$ cat src/rtl/bridge_pkg.sv
// bridge_pkg: shared FSM states, APB address map and AHB transfer codes for the AHB-to-APB bridge
package bridge_pkg;

    typedef enum logic [2:0] {
        ST_IDLE,
        ST_WWAIT,
        ST_READ,
        ST_WRITE,
        ST_WRITEP,
        ST_RENABLE,
        ST_WENABLE,
        ST_WENABLEP
    } state_t;

    localparam logic [31:0] APB_BASE     = 32'h8000_0000;
    localparam logic [31:0] APB_REGION   = 32'h0400_0000;
    localparam int          APB_NREGIONS = 3;

    localparam logic [1:0] HTRANS_IDLE   = 2'b00;
    localparam logic [1:0] HTRANS_BUSY   = 2'b01;
    localparam logic [1:0] HTRANS_NONSEQ = 2'b10;
    localparam logic [1:0] HTRANS_SEQ    = 2'b11;

endpackage

$ cat src/rtl/apb_sel_decode.sv
// apb_sel_decode: maps an address onto the one-hot APB slave select; addresses outside the map select nothing
module apb_sel_decode
    import bridge_pkg::*;
#(
    parameter int ADDR_W = 32,
    parameter int NSLV   = APB_NREGIONS
) (
    input  logic [ADDR_W-1:0] addr,
    output logic [NSLV-1:0]   sel
);

    for (genvar i = 0; i < NSLV; i++) begin : g_sel
        localparam logic [63:0] LO = 64'(APB_BASE) + 64'(i) * 64'(APB_REGION);
        assign sel[i] = (64'(addr) >= LO) && (64'(addr) < LO + 64'(APB_REGION));
    end

endmodule

$ cat src/rtl/apb_controller_fsm.sv
// apb_controller_fsm: sequences APB SETUP/ENABLE phases from pipelined AHB address/data history and stalls AHB via hreadyout
module apb_controller_fsm
    import bridge_pkg::*;
#(
    parameter int ADDR_W = 32,
    parameter int DATA_W = 32,
    parameter int NSLV   = 3
) (
    input  logic              hclk,
    input  logic              hresetn,
    input  logic              valid,
    input  logic [ADDR_W-1:0] haddr,
    input  logic [ADDR_W-1:0] haddr1,
    input  logic [ADDR_W-1:0] haddr2,
    input  logic [DATA_W-1:0] hwdata,
    input  logic [DATA_W-1:0] hwdata1,
    input  logic              hwrite,
    input  logic              hwrite_reg,
    output logic [ADDR_W-1:0] paddr,
    output logic [DATA_W-1:0] pwdata,
    output logic              pwrite,
    output logic [NSLV-1:0]   pselx,
    output logic              penable,
    output logic              hreadyout
);

    state_t            state;
    state_t            state_nxt;
    logic [ADDR_W-1:0] setup_addr;
    logic [DATA_W-1:0] setup_data;
    logic [NSLV-1:0]   setup_sel;
    logic [ADDR_W-1:0] paddr_nxt;
    logic [DATA_W-1:0] pwdata_nxt;
    logic              pwrite_nxt;
    logic [NSLV-1:0]   pselx_nxt;
    logic              penable_nxt;
    logic              hreadyout_nxt;

    // Next-state: a write waits one cycle for its data; a pending write in WENABLEP is replayed from the 2-deep history
    always_comb begin
        state_nxt = ST_IDLE;
        case (state)
            ST_IDLE:     state_nxt = valid ? (hwrite ? ST_WWAIT : ST_READ) : ST_IDLE;
            ST_WWAIT:    state_nxt = valid ? ST_WRITEP : ST_WRITE;
            ST_READ:     state_nxt = ST_RENABLE;
            ST_WRITE:    state_nxt = valid ? ST_WENABLEP : ST_WENABLE;
            ST_WRITEP:   state_nxt = ST_WENABLEP;
            ST_RENABLE,
            ST_WENABLE:  state_nxt = valid ? (hwrite ? ST_WWAIT : ST_READ) : ST_IDLE;
            ST_WENABLEP: state_nxt = !hwrite_reg ? ST_READ : (valid ? ST_WRITEP : ST_WRITE);
            default:     state_nxt = ST_IDLE;
        endcase
    end

    // Reads use the live address; writes from WWAIT are one cycle behind, writes from WENABLEP two
    assign setup_addr = (state_nxt == ST_READ) ? haddr : (state == ST_WENABLEP ? haddr2 : haddr1);
    assign setup_data = (state == ST_WENABLEP) ? hwdata1 : hwdata;

    apb_sel_decode #(
        .ADDR_W (ADDR_W),
        .NSLV   (NSLV)
    ) u_sel_decode (
        .addr (setup_addr),
        .sel  (setup_sel)
    );

    // Output values to load on entry to the next state; ENABLE holds the SETUP values
    always_comb begin
        paddr_nxt     = paddr;
        pwdata_nxt    = pwdata;
        pwrite_nxt    = pwrite;
        pselx_nxt     = '0;
        penable_nxt   = 1'b0;
        hreadyout_nxt = 1'b1;
        case (state_nxt)
            ST_READ: begin
                paddr_nxt     = setup_addr;
                pwrite_nxt    = 1'b0;
                pselx_nxt     = setup_sel;
                hreadyout_nxt = 1'b0;
            end
            ST_WRITE, ST_WRITEP: begin
                paddr_nxt     = setup_addr;
                pwdata_nxt    = setup_data;
                pwrite_nxt    = 1'b1;
                pselx_nxt     = setup_sel;
                hreadyout_nxt = 1'b0;
            end
            ST_RENABLE, ST_WENABLE, ST_WENABLEP: begin
                pselx_nxt   = pselx;
                penable_nxt = 1'b1;
            end
            default: ;
        endcase
    end

    // State and registered APB/AHB outputs; reset aborts any transfer in flight
    always_ff @(posedge hclk or negedge hresetn) begin
        if (!hresetn) begin
            state     <= ST_IDLE;
            paddr     <= '0;
            pwdata    <= '0;
            pwrite    <= 1'b0;
            pselx     <= '0;
            penable   <= 1'b0;
            hreadyout <= 1'b1;
        end else begin
            state     <= state_nxt;
            paddr     <= paddr_nxt;
            pwdata    <= pwdata_nxt;
            pwrite    <= pwrite_nxt;
            pselx     <= pselx_nxt;
            penable   <= penable_nxt;
            hreadyout <= hreadyout_nxt;
        end
    end

endmodule

$ cat config.mk
export PLATFORM = sky130hd
export DESIGN_NAME = apb_controller_fsm
export DESIGN_NICKNAME = d
export VERILOG_FILES = /design/src/rtl/bridge_pkg.sv /design/src/rtl/apb_sel_decode.sv /design/src/rtl/apb_controller_fsm.sv
export SDC_FILE = /design/constraint.sdc
export NUM_CORES = 1
export LEC_CHECK = 0
export CAP_MARGIN = 20
export CORE_MARGIN = 2
export CORE_UTILIZATION = 34
export DETAILED_ROUTE_END_ITERATION = 12
export HOLD_SLACK_MARGIN = 0.06
export PLACE_DENSITY = 0.79
export SLEW_MARGIN = 20
export SYNTH_ARGS = -nofsm -noshare
export SYNTH_HDL_FRONTEND = slang
export SYNTH_SLANG_ARGS = --single-unit
$ cat constraint.sdc
create_clock -name hclk -period 1.8 [get_ports hclk]
set_input_delay 0.36 -clock hclk [delete_from_list [all_inputs] [get_ports hclk]]
set_output_delay 0.36 -clock hclk [all_outputs]
set_load 0.02 [all_outputs]
# After elaboration in Yosys (flattened, before gate mapping)

Cells that the tools add are included.

Register bits: 73
Output and inout bits: 70
Logic and storage cells: 48

Magnitude comparators: 6
Eq/ne operators: 13
Multiplexer cells: 13
Reduce and logical (&&, ||, !) cells: 9

Operators with widths:

| operator                                            | number |
|---|---|
| >= comparator 32 bit, second input constant         | 3 |
| < comparator 32 bit, second input constant          | 3 |
| 2-to-1 mux 32 bit                                   | 3 |
| equality test 3 bit, second input constant          | 8 |
| case mux 3 bit (6 select lines)                     | 1 |
| equality test 3 x 2 -> 1 bit, second input constant | 4 |
| OR reduction 3 bit                                  | 3 |
| 2-to-1 mux 3 bit                                    | 2 |
| case mux 3 bit (2 select lines)                     | 1 |
| 2-to-1 mux 2 bit                                    | 2 |
| equality test 3 x 1 -> 1 bit, second input constant | 1 |
| logical AND 1 bit                                   | 3 |
| logical NOT 3 bit                                   | 1 |
| 2-to-1 mux 1 bit                                    | 3 |
| case mux 1 bit (2 select lines)                     | 1 |
| nonzero test 2 bit                                  | 1 |
| OR reduction 2 bit                                  | 1 |

# Logic depth before layout (Yosys ltp)

Depth after elaboration: 8
Gate-level depth with buffers: 8

# Cells and area by module

From an unflattened synthesis, not the netlist that was laid out.

Cells, all modules: 361
Area total of the unflattened synthesis: 4,495.6 µm²

By module, submodules not included:

| module             | times used | cells each | area each (µm²) | sequential area each (µm²) |
|---|---|---|---|---|
| apb_controller_fsm | 1          | 357        | 4,451.8         | 1,828.0 |
| apb_sel_decode     | 1          | 4          | 43.8            | 0.0 |

# Worst setup path before layout

OpenSTA, ideal clock, no wires.

Kind: input -> register
Start point: in valid
End point: reg paddr[27]
Data arrival time: 1,581 ps
Data required time: 1,675 ps
Slack: 94 ps
Cell stages on the path: 7
Cells stage by stage: buf_4 nand2b_1 mux2_4 o31ai_4 buf_6 mux2i_1 mux2_2

Word-level cells in the longest chain between the ends: 5
Elaborated cells on any way between the ends: 10
Those cells by class: eq/ne: 3; mux: 6; reduce/logical: 1

RTL lines:

| element                                                                  | RTL line                                           | source |
|---|---|---|
| from (decl)                                                              | apb_controller_fsm.sv:11                           | `input logic valid,` |
| 2-to-1 mux 3 bit                                                         | apb_controller_fsm.sv:44, apb_controller_fsm.sv:50 |  |
| 2-to-1 mux 3 bit                                                         | apb_controller_fsm.sv:50                           | `ST_WENABLEP: state_nxt = !hwrite_reg ? ST_READ : (valid ? ST_WRITEP : ST_WRITE);` |
| case mux 3 bit (6 select lines) (*)                                      | apb_controller_fsm.sv:42                           | `case (state)` |
| equality test 3 x 2 -> 1 bit, or another cell as far along               | apb_controller_fsm.sv:56, apb_controller_fsm.sv:75 |  |
| OR reduction 3 bit (no line) / 2-to-1 mux 32 bit (equally long branches) | n/a                                                |  |
| to (signal assigned)                                                     | apb_controller_fsm.sv:109                          | `paddr <= paddr_nxt;` |
| to (decl)                                                                | apb_controller_fsm.sv:19                           | `output logic [ADDR_W-1:0] paddr,` |

Mark *: on every way between the ends. The rest lies on a longest branch, timed or not.
A chain may end at the register's enable or synchronous reset.

# Worst setup path after layout

Start point: reg state[0]
End point: reg pselx[1]

Word-level cells in the longest chain between the ends: 8
Elaborated cells on any way between the ends: 24
Those cells by class: order compare: 2; eq/ne: 13; mux: 4; reduce/logical: 5

RTL lines:

| element                                                            | RTL line                                           | source |
|---|---|---|
| from (decl)                                                        | apb_controller_fsm.sv:27                           | `state_t state;` |
| from (signal assigned)                                             | apb_controller_fsm.sv:108                          | `state <= state_nxt;` |
| equality test 3 bit / logical NOT 3 bit (equally long branches)    | apb_controller_fsm.sv:42                           |  |
| OR reduction 3 bit (no line)                                       | n/a                                                |  |
| case mux 3 bit (6 select lines)                                    | apb_controller_fsm.sv:42                           |  |
| equality test 3 x 2 -> 1 bit                                       | apb_controller_fsm.sv:56, apb_controller_fsm.sv:75 |  |
| 2-to-1 mux 32 bit                                                  | apb_controller_fsm.sv:56                           | `assign setup_addr = (state_nxt == ST_READ) ? haddr : (state == ST_WENABLEP ? haddr2 : haddr1);` |
| >= comparator 32 bit / < comparator 32 bit (equally long branches) | apb_sel_decode.sv:14                               | `assign sel[i] = (64'(addr) >= LO) && (64'(addr) < LO + 64'(APB_REGION));` |
| logical AND 1 bit                                                  | apb_sel_decode.sv:14                               |  |
| case mux 3 bit (2 select lines)                                    | apb_controller_fsm.sv:75                           | `case (state_nxt)` |
| to (signal assigned)                                               | apb_controller_fsm.sv:112                          | `pselx <= pselx_nxt;` |
| to (decl)                                                          | apb_controller_fsm.sv:22                           | `output logic [NSLV-1:0] pselx,` |

Several ways; a longest one is shown, not always the timed one.

==> results.toml <==
[detailed_routing]
route.met2.wl_mm = 6.64
drt_iter0_markers = 147
routed_via_density = 4.94
routed_wl_mm = 12.9
via_count = 4029
m1WireLength_mm = 4.83
highest_layer = "met4"
ant_nets = 0
wl_per_cell_um = 15.8
drt_first_pass_iters = 4
wl_met3_mm = 1.10
drc_errors = 0

[final_layout]
layout-drive-gt1-share = 0.108
nets = 836
design_area_um2 = 7040
n_antenna_cell = 0
layout.cells.non_filler = 816
area_growth_pct = 83.4

[logic_synthesis]
syn_area_per_cell_um2 = 9.25
synthDominantCellAreaShare = 0.469
syn_area_um2 = 3840
synth_edf_count = 0
ys_ff_latch = 73
synth_cells = 415
ys.warnings.count = 0
synth_ff_type = "dfrtp_1"
async_flop_share = 1.00
yosys.area.top_type = "dfrtp_1"
syn-num-nets = 580
synthTopCellsByArea = "dfrtp_1, mux2i_1, o21ai_0, nand2_1, a21oi_1"
synth_cell_types = 39
seq_area_frac_synth = 0.476

[die]
io_pins = 235
die_w_um = 110
die_h_um = 110
fp.dieArea_um2 = 12200
fp-row-count = 38
start_util = 0.351
core-area_um2 = 10900

[power]
p_per_area_nw_per_um2 = 1640
clockPowerShare = 0.170
combPwrFrac = 0.578
leakagePower_nw = 3.25
p_switching_mw = 4.57
power.internal_mw = 7.01
peakVddDrop_mv = 0.782
power_switching_share = 0.395
seqPwrFrac = 0.252

[setup_path]
crit_start = "state[0]"
cp-start-kind = "flop"
path_class = "reg -> reg"
slowest_stage = "dfrtp_2"
r2r_start = "state[0]"
critPathMaxFanout = 7
cp.required_ps = 2060
endpoint_kind = "flop"
worstPathArrival_ps = 2110
cpPeakStageDelay_ps = 450
crit_chain = "inv_2 -> mux2_4 -> o31ai_4 -> buf_6 -> mux2i_4 -> a32o_1"

[global_routing]
antenna_found_initial = 0
grt_pass1_vias = 4020
grt_pass1_wl_mm = 19.0
track_usage = 0.203
grt-ovfl-total = 0
grt_max_degree = 60

[clock_tree]
clock_latency_ps = 330
htree_levels = 3
path_clk_slew_ps = 60
cts_sinks = 73
cts_buffers = 9
cts_buffer_depth = 2
cts-root-buf = "clkbuf_16"
tritoncts = "built"

[placed_design]
hpwl_mm = 9.93
dp_slack_ps = -581
placedCellCount = 791
place_area_um2 = 6540
io_buffers = 234
place_congestion = 0.855

[min_path]
min_path_type = "reg -> reg"
hold_start = "pwdata[2]"

[timing]
relSlewSlack = 0.734
fin_skew_ps = 12.0
worst_slew_pin_slew_ps = 398
hold_violations = 0
finalSetupViolCount = 5
layout_min_cycle_time_ps = 1850
period_share = 1.03
tns_ps = -152
slew_violations = 0
fmax_ghz = 0.541
rsz0062_at_grt = "yes"
setup_slack_ps = -48.8

[status]
outcome = "finished with violations"
violations = "negative setup slack"

[flow_run]
max_cap_violations = 0
cell usage in the layout, fill, tap and decap left out, drive strengths merged, types with 2 or more instances in the layout:
master	n
a211o	2
a21oi	35
a32o	3
buf	41
bufinv	2
clkbuf	13
clkdlybuf4s50	229
clkinvlp	2
dfrtp	72
dlygate4sd2	4
inv	7
mux2	2
mux2i	66
nand2	69
nand2b	2
nand3	3
nor2	31
nor2b	2
o21ai	70
o311ai	2
o31ai	2
registers in the layout, indices dropped and copies added, names as in the netlist:
register,cells
pwrite,1
pwdata,32
hreadyout,1
pselx,3
penable,1
paddr,32
state,3
routing by layer:
| layer | up-vias | track usage |
|---|---|---|
| li1 | 1965 | - |
| met5 | - | 0 |
| met3 | 25 | 0.0511 |
| met1 | 1880 | 0.227 |
| met2 | 159 | 0.373 |
| met4 | 0 | 0.0679 |
cell families after synthesis:
group,count (synthesis),share of synthesized area
compound gates,122,0.178
buf+inv,39,0.0466
simple gates,113,0.121
mux,68,0.179
flops,73,0.476
worst paths after layout:
path / end / slack (ps) / depth (start not counted)
worst min register to register: pwdata[2] / 480 / 2
worst max register to register: pselx[1] / -50 / 6
worst max-delay path: pselx[1] / -50 / 6
max in group asynchronous: pwdata[9] / 750 / 3
worst min-delay path: pwdata[2] / 480 / 2
min in group asynchronous: pwdata[27] / 520 / 2
cells in the mapped netlist, drive strengths merged (2+ instances only):
library cell,number
dfrtp,72
o21ai,70
nand2,69
mux2i,66
a21oi,35
nor2,31
buf,21
clkbuf,11
inv,7
a32o,3
a211o,2
mux2,2
nand2b,2
nand3,2
nor2b,2
o311ai,2
o31ai,2
critical path: cells and delay by family (launching register included):
| kind | cells | cell delay, ps |
|---|---|---|
| multiplexers | 2 | 560 |
| AO/OA/AOI/OAI | 2 | 490 |
| flip-flops | 1 | 450 |
| buffers and inverters | 2 | 280 |
timing repair:
item                                   CTS  global route
pin swaps                                3             4
setup buffers                            3             3
hold buffers                             1             0
endpoints found under the hold margin   27             0
setup endpoints to repair               33            36
resized for setup                       12            24
gates cloned                             0             2
cell type report:
class | instances | area, µm²
inverter | 7 | 26.3
clock buffer | 12 | 256
timing repair buffer | 276 | 2760
tap | 140 | 175
sequential | 73 | 1830
fill | 914 | 3890
multi-input combinational | 304 | 1920
clock inverter | 4 | 75.1
power by group through the flow:
stage	sequential (mW)	clock [mW]	combinational [mW]
after CTS	2.92	1.99	6.45
after global placement	2.90	0	6.15
after floorplan	3.77	0	2.52
final	2.92	1.96	6.69
after detailed placement	2.93	0	6.35
after global routing	3.02	2.08	7.24
through the flow:
| step | power (mW) | hold slack, ps | util |
|---|---|---|---|
| CTS | 11.4 | 482 | 0.634 |
| floorplan | 6.29 | 64.4 | - |
| global placement | 9.05 | 313 | 0.598 |
| global route | 12.3 | 500 | 0.644 |
| detailed placement | 9.28 | 322 | 0.598 |
| finish | 11.6 | 476 | 0.644 |
Note: power is estimated with default switching activity, not from simulation.
